[src/rtl/axi_wr_arb_pkg.sv]
// Shared types and constants for the two-port AXI4 write-channel arbiter.
package axi_wr_arb_pkg;

    localparam int ADDR_W_DEF = 16;
    localparam int DATA_W_DEF = 32;
    localparam int LEN_W_DEF  = 8;

    localparam logic [1:0] AXI_BURST_INCR = 2'b01;
    localparam logic [2:0] AXI_SIZE_4B    = 3'b010;

    typedef enum logic [1:0] {
        ST_IDLE = 2'd0,
        ST_ADDR = 2'd1,
        ST_DATA = 2'd2,
        ST_RESP = 2'd3
    } arb_state_e;

endpackage

[src/rtl/axi_wr_arbiter_rr_arb2.sv]
// Two-way round-robin pick: a tie goes to the port that did not win last time.
module rr_arb2
    import axi_wr_arb_pkg::*;
(
    input  logic [1:0] req,
    input  logic       last_grant,
    output logic       grant
);

    always_comb begin
        grant = 1'b0;
        if (req == 2'b11) begin
            grant = ~last_grant;
        end else if (req[1]) begin
            grant = 1'b1;
        end
    end

endmodule

[src/rtl/axi_wr_arbiter.sv]
// Shares one AXI4 master write port between two burst writers, holding the
// grant from address phase through write response.
//
//   state   | meaning
//   --------+--------------------------------------------------------
//   IDLE    | waiting for awvalid; picks a port and latches addr/len
//   ADDR    | presenting latched address on m_aw*, waiting m_awready
//   DATA    | forwarding the granted port's W beats, counting down
//   RESP    | m_bready high, waiting for m_bvalid
module axi_wr_arbiter
    import axi_wr_arb_pkg::*;
#(
    parameter int ADDR_W = ADDR_W_DEF,
    parameter int DATA_W = DATA_W_DEF,
    parameter int LEN_W  = LEN_W_DEF
) (
    input  logic                clk,
    input  logic                rst,

    input  logic                req0_awvalid,
    input  logic [ADDR_W-1:0]   req0_awaddr,
    input  logic [LEN_W-1:0]    req0_awlen,
    output logic                req0_awready,
    input  logic                req0_wvalid,
    input  logic [DATA_W-1:0]   req0_wdata,
    input  logic [DATA_W/8-1:0] req0_wstrb,
    output logic                req0_wready,
    output logic                req0_bvalid,

    input  logic                req1_awvalid,
    input  logic [ADDR_W-1:0]   req1_awaddr,
    input  logic [LEN_W-1:0]    req1_awlen,
    output logic                req1_awready,
    input  logic                req1_wvalid,
    input  logic [DATA_W-1:0]   req1_wdata,
    input  logic [DATA_W/8-1:0] req1_wstrb,
    output logic                req1_wready,
    output logic                req1_bvalid,

    output logic [ADDR_W-1:0]   m_awaddr,
    output logic [LEN_W-1:0]    m_awlen,
    output logic [1:0]          m_awburst,
    output logic [2:0]          m_awsize,
    output logic                m_awvalid,
    input  logic                m_awready,
    output logic [DATA_W-1:0]   m_wdata,
    output logic [DATA_W/8-1:0] m_wstrb,
    output logic                m_wvalid,
    output logic                m_wlast,
    input  logic                m_wready,
    input  logic                m_bvalid,
    output logic                m_bready
);

    arb_state_e         state_q, state_d;
    logic               grant_q, grant_d;
    logic               last_grant_q, last_grant_d;
    logic [LEN_W-1:0]   beats_left_q, beats_left_d;
    logic [ADDR_W-1:0]  awaddr_q, awaddr_d;
    logic [LEN_W-1:0]   awlen_q, awlen_d;

    logic               pick;
    logic               w_last;
    logic               w_hs;

    rr_arb2 u_rr_arb2 (
        .req        ({req1_awvalid, req0_awvalid}),
        .last_grant (last_grant_q),
        .grant      (pick)
    );

    assign m_awburst = AXI_BURST_INCR;
    assign m_awsize  = AXI_SIZE_4B;

    always_ff @(posedge clk) begin
        if (rst) begin
            state_q      <= ST_IDLE;
            grant_q      <= 1'b0;
            last_grant_q <= 1'b1;
            beats_left_q <= '0;
            awaddr_q     <= '0;
            awlen_q      <= '0;
        end else begin
            state_q      <= state_d;
            grant_q      <= grant_d;
            last_grant_q <= last_grant_d;
            beats_left_q <= beats_left_d;
            awaddr_q     <= awaddr_d;
            awlen_q      <= awlen_d;
        end
    end

    always_comb begin
        state_d      = state_q;
        grant_d      = grant_q;
        last_grant_d = last_grant_q;
        beats_left_d = beats_left_q;
        awaddr_d     = awaddr_q;
        awlen_d      = awlen_q;

        m_awvalid    = 1'b0;
        m_awaddr     = '0;
        m_awlen      = '0;
        m_wvalid     = 1'b0;
        m_wdata      = '0;
        m_wstrb      = '0;
        m_wlast      = 1'b0;
        m_bready     = 1'b0;
        req0_awready = 1'b0;
        req1_awready = 1'b0;
        req0_wready  = 1'b0;
        req1_wready  = 1'b0;
        req0_bvalid  = 1'b0;
        req1_bvalid  = 1'b0;

        w_last       = (beats_left_q == '0);
        w_hs         = 1'b0;

        unique case (state_q)
            ST_IDLE: begin
                if (req0_awvalid || req1_awvalid) begin
                    grant_d  = pick;
                    awaddr_d = pick ? req1_awaddr : req0_awaddr;
                    awlen_d  = pick ? req1_awlen  : req0_awlen;
                    state_d  = ST_ADDR;
                end
            end

            ST_ADDR: begin
                m_awvalid    = 1'b1;
                m_awaddr     = awaddr_q;
                m_awlen      = awlen_q;
                req0_awready = m_awready && !grant_q;
                req1_awready = m_awready &&  grant_q;
                if (m_awready) begin
                    beats_left_d = awlen_q;
                    state_d      = ST_DATA;
                end
            end

            ST_DATA: begin
                m_wvalid    = grant_q ? req1_wvalid : req0_wvalid;
                m_wdata     = grant_q ? req1_wdata  : req0_wdata;
                m_wstrb     = grant_q ? req1_wstrb  : req0_wstrb;
                m_wlast     = w_last;
                req0_wready = m_wready && !grant_q;
                req1_wready = m_wready &&  grant_q;
                w_hs        = m_wvalid && m_wready;
                // Stop counting on the last beat so a 256-beat burst never wraps.
                if (w_hs) begin
                    if (w_last) begin
                        state_d = ST_RESP;
                    end else begin
                        beats_left_d = beats_left_q - LEN_W'(1);
                    end
                end
            end

            ST_RESP: begin
                m_bready = 1'b1;
                if (m_bvalid) begin
                    req0_bvalid  = !grant_q;
                    req1_bvalid  =  grant_q;
                    last_grant_d = grant_q;
                    state_d      = ST_IDLE;
                end
            end

            default: state_d = ST_IDLE;
        endcase
    end

endmodule

[config.mk]
export PLATFORM = sky130hd
export DESIGN_NAME = axi_wr_arbiter
export DESIGN_NICKNAME = d
export VERILOG_FILES = /design/src/rtl/axi_wr_arb_pkg.sv /design/src/rtl/axi_wr_arbiter_rr_arb2.sv /design/src/rtl/axi_wr_arbiter.sv
export SDC_FILE = /design/constraint.sdc
export NUM_CORES = 1
export LEC_CHECK = 0
export ABC_CLOCK_PERIOD_IN_PS = 2200
export CAP_MARGIN = 5
export CELL_PAD_IN_SITES_DETAIL_PLACEMENT = 0
export CELL_PAD_IN_SITES_GLOBAL_PLACEMENT = 1
export CORE_AREA = 2 2 110 112
export CTS_BUF_LIST = sky130_fd_sc_hd__clkbuf_8
export DETAILED_ROUTE_END_ITERATION = 6
export DIE_AREA = 0 0 112 114
export PLACE_DENSITY = 0.87
export SLEW_MARGIN = 20
export SYNTH_ARGS = -nofsm -noshare
export SYNTH_HDL_FRONTEND = slang
export SYNTH_SLANG_ARGS = --single-unit
[constraint.sdc]
create_clock -name clk -period 2.2 [get_ports clk]
set_clock_uncertainty 0.05 [all_clocks]
set_input_delay 0.44 -clock clk [delete_from_list [all_inputs] [get_ports clk]]
set_output_delay 0.44 -clock clk [all_outputs]
set_load 0.01 [all_outputs]
==> impl_metrics.csv, run 1 <==
group,metric,value,unit
floorplan,coreArea,11710,sq um
floorplan,die_x,112,um
synth,yosys-top-cells-area,"dfxtp_1 26%, mux2i_1 23%, nor2b_1 9.6%, a211oi_1 6.9%, and2_1 5.5%",
synth,syn_area,2734,sq um
timing,setup_slack,0.04226,ns
finish,finish.utilization,43.43,%
place,portBuffers,198,
detailed_routing,drt.antenna.violating_nets,0,
floorplan,die_area,12770,sq um
pwr,seqPwrFrac,28.1,%
worst_setup_path,worst_ep_required_time,1.71,ns
global_routing,grt_util_met2,25.78,%
timing,finalHoldViolCount,0,
global_routing,grt_pass1_vias,2925,
synth,synth_top_area_share,26.36,%
timing,drv_slew,0,
worst_setup_path,critPathCaptureType,"primary output",
synth,synthCells,332,
timing,timing.final.crit_share,98.08,%
status,status,"finished clean",
detailed_routing,drt_iter0_drc,68,
global_routing,busiest_layer,"met2",
finish,final_common_cell,"clkdlybuf4s50_1",
global_routing,grt_max_degree,50,
detailed_routing,wl_per_cell,13.94,um
global_routing,antenna_found_initial,0,
synth,avgSynthCellArea,8.235,sq um
pwr,power_density,704.8,nW/um^2
worst_setup_path,worstRegToRegCells,9,
job,max_cap_viol_count,0,
clock_tree,cts_num_sinks,36,
pwr,p_leak,0.002247,uW
place,post-place-ws,-0.04762,ns
place,dp.final_hpwl,7.443,mm
timing,rsz0062_at_grt,"false",
floorplan,initial_core_util,23.34,%
pwr,p_comb_share,57.9,%
synth,ys_ff_latch,36,
timing,max_freq,463.4,MHz
detailed_routing,vias,3034,
floorplan,ios,204,
global_routing,grt.overflow.total,0,
clock_tree,clkTransAtPathRegs,0.07,ns
pwr,peakVddDrop,310.1,uV
worst_setup_path,crit_type,"input port to primary output",
global_routing,grt_pass1_wl,14.70,mm
finish,nets,663,
detailed_routing,routed_wl,9.412,mm
worst_setup_path,setup.worst_path.start_class,"input port",
finish,n_antenna_cell,0,
place,globalplace.congestion,0.7859,
synth,synth_top_area_cell,"dfxtp_1",
pwr,internal_power,2269,uW
timing,final-setup-viol-count,0,
pwr,p_sw_share,36.71,%
global_routing,track_usage,14.00,%
timing,period_minus_slack,2.158,ns
finish,drive_gt1_share,8.144,%
global_routing,use_met3,3.879,%
pwr,clockPowerShare,14.1,%
floorplan,die_h,114,um
finish,fillers,1182,
clock_tree,postCtsHoldBufs,0,
global_routing,grtUsageMet1,16.21,%
synth,synth_cell_types,36,
synth,yosys_warnings,0,
synth,ys_seq_area_share,26.36,%
pwr,total_power,3585,uW
finish,final_cell_mix,"130 x clkdlybuf4s50_1, 62 x mux2i_1, 62 x dlygate4sd2_1, 40 x nor2b_1, 34 x nor2_1",
worst_setup_path,cp_data_arrival_time,1.67,ns
clock_tree,clock_latency,0.28,ns
floorplan,rows,40,
pwr,p_sw,1316,uW
detailed_routing,drc,0,
worst_setup_path,path_max_fanout,3,
hold_path,hold_path.class,"register to register",
detailed_routing,drt_pass1_iterations,4,
clock_tree,clock_path_buffers,2,
clock_tree,cts_max_level,2,
clock_tree,numCtsBuffers,5,
hold_path,hold-path-cell-count,2,
detailed_routing,via_per_inst,4.495,
clock_tree,clockRootBuffer,"clkbuf_8",
clock_tree,cts_tree,"built",
finish,area_growth,86.04,%
[state kept, by name, summed over array words and instances (netlist names)]
signal,flops
awaddr_q,16
last_grant_q,1
state_q,2
awlen_q,8
beats_left_q,8
grant_q,1
[routing by layer]
layer | routed length (um) | vias to the layer above
li1 | - | 1527
met1 | 3988 | 1353
met2 | 4505 | 146
met5 | 0 | -
met3 | 818 | 8
met4 | 99 | 0
[power by group through the flow]
| stage | Combinational (uW) | Clock, uW | Sequential (uW) |
|---|---|---|---|
| after floorplan | 1140 | 0 | 960 |
| after global placement | 2080 | 0 | 1000 |
| after detailed placement | 2110 | 0 | 1010 |
| after CTS | 2100 | 533 | 1010 |
| after global routing | 2280 | 559 | 1040 |
| final | 2070 | 504 | 1010 |
[kinds of logic (layout without fill, tap and decap cells)]
| logic type | Yosys count | after routing | share of synthesized area (%) |
|---|---|---|---|
| flip-flops | 36 | 36 | 26.36 |
| other | 2 | 5 | 0.2747 |
| buffers and inverters | 38 | 231 | 6.590 |
| AO/OA/AOI/OAI | 56 | 56 | 14.28 |
| AND/OR/NAND/NOR | 132 | 132 | 27.05 |
| adder cells (fa/ha/maj) | 6 | 6 | 2.746 |
| multiplexers | 62 | 62 | 22.70 |
[layout make-up]
class	count	area [sq um]	area share, %
clock buffer	7	96.34	1.894
inverter	6	22.52	0.4428
multi-input combinational	261	1902	37.39
sequential	36	726.9	14.29
tap	147	183.9	3.616
timing repair buffer	218	2155	42.36
[critical path: stages]
cell	delay, ns
clkdlybuf4s50_1	0.50
and3_1	0.18
clkdlybuf4s50_1	0.55
[per-stage QoR]
| stage | instances | setup TNS [ns] | area [sq um] | hold WS, ns |
|---|---|---|---|---|
| 2_1_floorplan | 335 | 0 | 2745 | 0.3804 |
| 3_3_place_gp | 666 | -0.03002 | 4961 | 0.4104 |
| 3_5_place_dp | 666 | -0.05237 | 4961 | 0.4138 |
| 4_1_cts | 675 | 0 | 5062 | 0.4243 |
| 5_1_grt | 675 | 0 | 5086 | 0.4530 |
| 6_report | 675 | 0 | 5086 | 0.4269 |
[final timing paths]
check | start | endpoint | slack, ns
worst max-delay path | m_bvalid | req1_bvalid | 0.04
worst min register to register | beats_left_q[1] | beats_left_q[1] | 0.43
worst max register to register | state_q[1] | beats_left_q[3] | 0.29
worst min-delay path | beats_left_q[1] | beats_left_q[1] | 0.43
[cells in the mapped netlist (all sizes together)]
library cell,n
inv,6
clkbuf,17
o31a,1
a21oi,10
buf,15
a211oi,25
nand4b,2
nand3,1
a41oi,1
nor4b,1
nand3b,2
nand4,1
a221o,1
and3,5
ha,6
or2,1
o21a,1
a211o,2
nor3,3
mux2i,62
o21ai,6
conb,2
nor2,34
a21boi,3
o22ai,1
or3,1
nand2b,6
and2,24
nand2,9
nor2b,42
dfxtp,36
a21o,5
[what timing repair did]
action | in CTS | in global routing
resized for setup | 77 | 9
setup buffers | 1 | 0
hold endpoints to repair | 0 | 0
gates cloned | 1 | 0
endpoints found under the setup margin | 67 | 8
(Power assumes the default switching activity.)
==> run 2, diff against run 1 <==
==> constraint.sdc (replaced) <==
create_clock -name clk -period 2.2 [get_ports clk]
set_clock_uncertainty 0.05 [all_clocks]
set_input_delay 0.33 -clock clk [delete_from_list [all_inputs] [get_ports clk]]
set_output_delay 0.33 -clock clk [all_outputs]
set_load 0.01 [all_outputs]
==> run 2 against run 1 <==
Cell count shrank 0.74%. Sequential power is essentially flat. Fmax grew 0.94%. Core utilization grew 0.26 points. Sequential share of layout area shrank 0.13 points. Critical path type is now register to primary output. Highest routed layer unchanged.
==> impl_metrics.csv, run 2 (synthesized netlist as in run 1, its figures left out) <==
group,metric,value,unit
pwr,p_leak,0.002357,uW
detailed_routing,drt_iter0_drc,62,
floorplan,ios,204,
global_routing,grt_max_degree,50,
timing,drv_slew,0,
global_routing,antenna_found_initial,0,
worst_setup_path,path_max_fanout,14,
timing,relSlewSlack,60.33,%
place,place_area,4916,sq um
clock_tree,cts_max_level,2,
clock_tree,cts_tree,"built",
pwr,power_density,692.8,nW/um^2
global_routing,grt_pass1_wl,14.12,mm
finish,area_growth,87.14,%
detailed_routing,drt_pass1_iterations,5,
detailed_routing,drc,0,
finish,n_antenna_cell,0,
pwr,p_sw,1309,uW
timing,holdWs,0.4214,ns
clock_tree,cts_num_sinks,36,
status,status,"finished clean",
pwr,peakVddDrop,289.0,uV
place,dp.final_hpwl,7.302,mm
finish,final_common_cell,"clkdlybuf4s50_1",
pwr,p_sw_share,36.94,%
timing,finalHoldViolCount,0,
clock_tree,clkTransAtPathRegs,0.08,ns
timing,worstMarginPinSlew,0.5951,ns
finish,drive_gt1_share,6.501,%
clock_tree,numCtsBuffers,5,
pwr,clockPowerShare,13.8,%
floorplan,die_x,112,um
detailed_routing,drt.antenna.violating_nets,0,
worst_setup_path,worst_ep_required_time,1.82,ns
place,portBuffers,198,
detailed_routing,via_per_inst,4.490,
detailed_routing,wl_per_cell,13.81,um
timing,final-setup-viol-count,0,
detailed_routing,vias,3008,
detailed_routing,routed_wl,9.254,mm
clock_tree,clock_path_buffers,2,
pwr,internal_power,2235,uW
floorplan,rows,40,
clock_tree,clockRootBuffer,"clkbuf_8",
global_routing,track_usage,13.47,%
timing,timing.final.crit_share,97.17,%
floorplan,die_h,114,um
pwr,p_comb_share,57.8,%
finish,fillers,1174,
pwr,seqPwrFrac,28.4,%
place,globalplace.congestion,0.7762,
finish,nets,657,
finish,reg_top3,"awaddr_q: 16 flops, awlen_q: 8 flops, beats_left_q: 8 flops",
finish,finish.utilization,43.69,%
global_routing,grt.overflow.total,0,
floorplan,initial_core_util,23.34,%
finish,largest_reg_flops,16,
worst_setup_path,crit_type,"register to primary output",
global_routing,grt_pass1_vias,2912,
clock_tree,clock_latency,0.28,ns
clock_tree,postCtsHoldBufs,0,
worst_setup_path,cp_data_arrival_time,1.76,ns
pwr,total_power,3545,uW
job,max_cap_viol_count,0,
floorplan,die_area,12770,sq um
timing,fin_setup_tns,0,ns
worst_setup_path,critPathCaptureType,"primary output",
timing,period_minus_slack,2.138,ns
floorplan,coreArea,11710,sq um
finish,final_cell_mix,"166 x clkdlybuf4s50_1, 62 x mux2i_1, 41 x nor2b_1, 34 x nor2_1, 33 x dfxtp_1",
hold_path,hold_path.class,"register to register",
finish,design_area,5116,sq um
finish,top_register,"awaddr_q",
timing,max_freq,467.8,MHz
worst_setup_path,setup.worst_path.start_class,"register",
run 2: layout make-up:
class | instances | area [sq um] | area share (%)
clock buffer | 6 | 82.58 | 1.614
clock inverter | 2 | 11.26 | 0.2201
inverter | 6 | 22.52 | 0.4402
multi-input combinational | 261 | 1888 | 36.90
sequential | 36 | 724.4 | 14.16
tap | 147 | 183.9 | 3.595
timing repair buffer | 212 | 2203 | 43.07
run 2: path summary, 6_finish.rpt:
path | end | depth (start not counted) | slack (ns) | start
worst max register to register | beats_left_q[0] | 8 | 0.22 | beats_left_q[0]
worst max-delay path | m_wdata[31] | 5 | 0.06 | state_q[0]
worst min register to register | beats_left_q[1] | 2 | 0.42 | beats_left_q[1]
worst min-delay path | beats_left_q[1] | 2 | 0.42 | beats_left_q[1]
run 2: power groups by stage:
| stage | sequential, uW | combinational (uW) | clock [uW] |
|---|---|---|---|
| after global routing | 1040 | 2240 | 540 |
| final | 1010 | 2050 | 490 |
| after CTS | 1000 | 2080 | 517 |
| after floorplan | 960 | 1140 | 0 |
| after global placement | 999 | 2040 | 0 |
| after detailed placement | 1010 | 2060 | 0 |
run 2: critical path: stages (launching register included):
cell	delay, ns
dfxtp_2	0.36
inv_2	0.10
ha_4	0.18
buf_6	0.15
nor2b_1	0.14
clkdlybuf4s50_1	0.54
run 2: per-stage QoR:
step	worst slack (ns)	instances
final	0.06225	670
after global routing	-0.01025	670
after floorplan	0.4073	335
after detailed placement	0.1061	660
after CTS	-0.06053	670
after global placement	0.1671	660
run 2: layer usage:
metal	vias up	track usage (%)	wire (um)
met5	-	0	0
met4	0	3.089	104
met3	8	3.719	827
met2	147	25.33	4545
met1	1336	15.17	3777
li1	1517	-	-
run 2: what timing repair did:
action | CTS | global route
resized for setup | 7 | 34
setup buffers | 2 | 0
endpoints found under the setup margin | 57 | 60
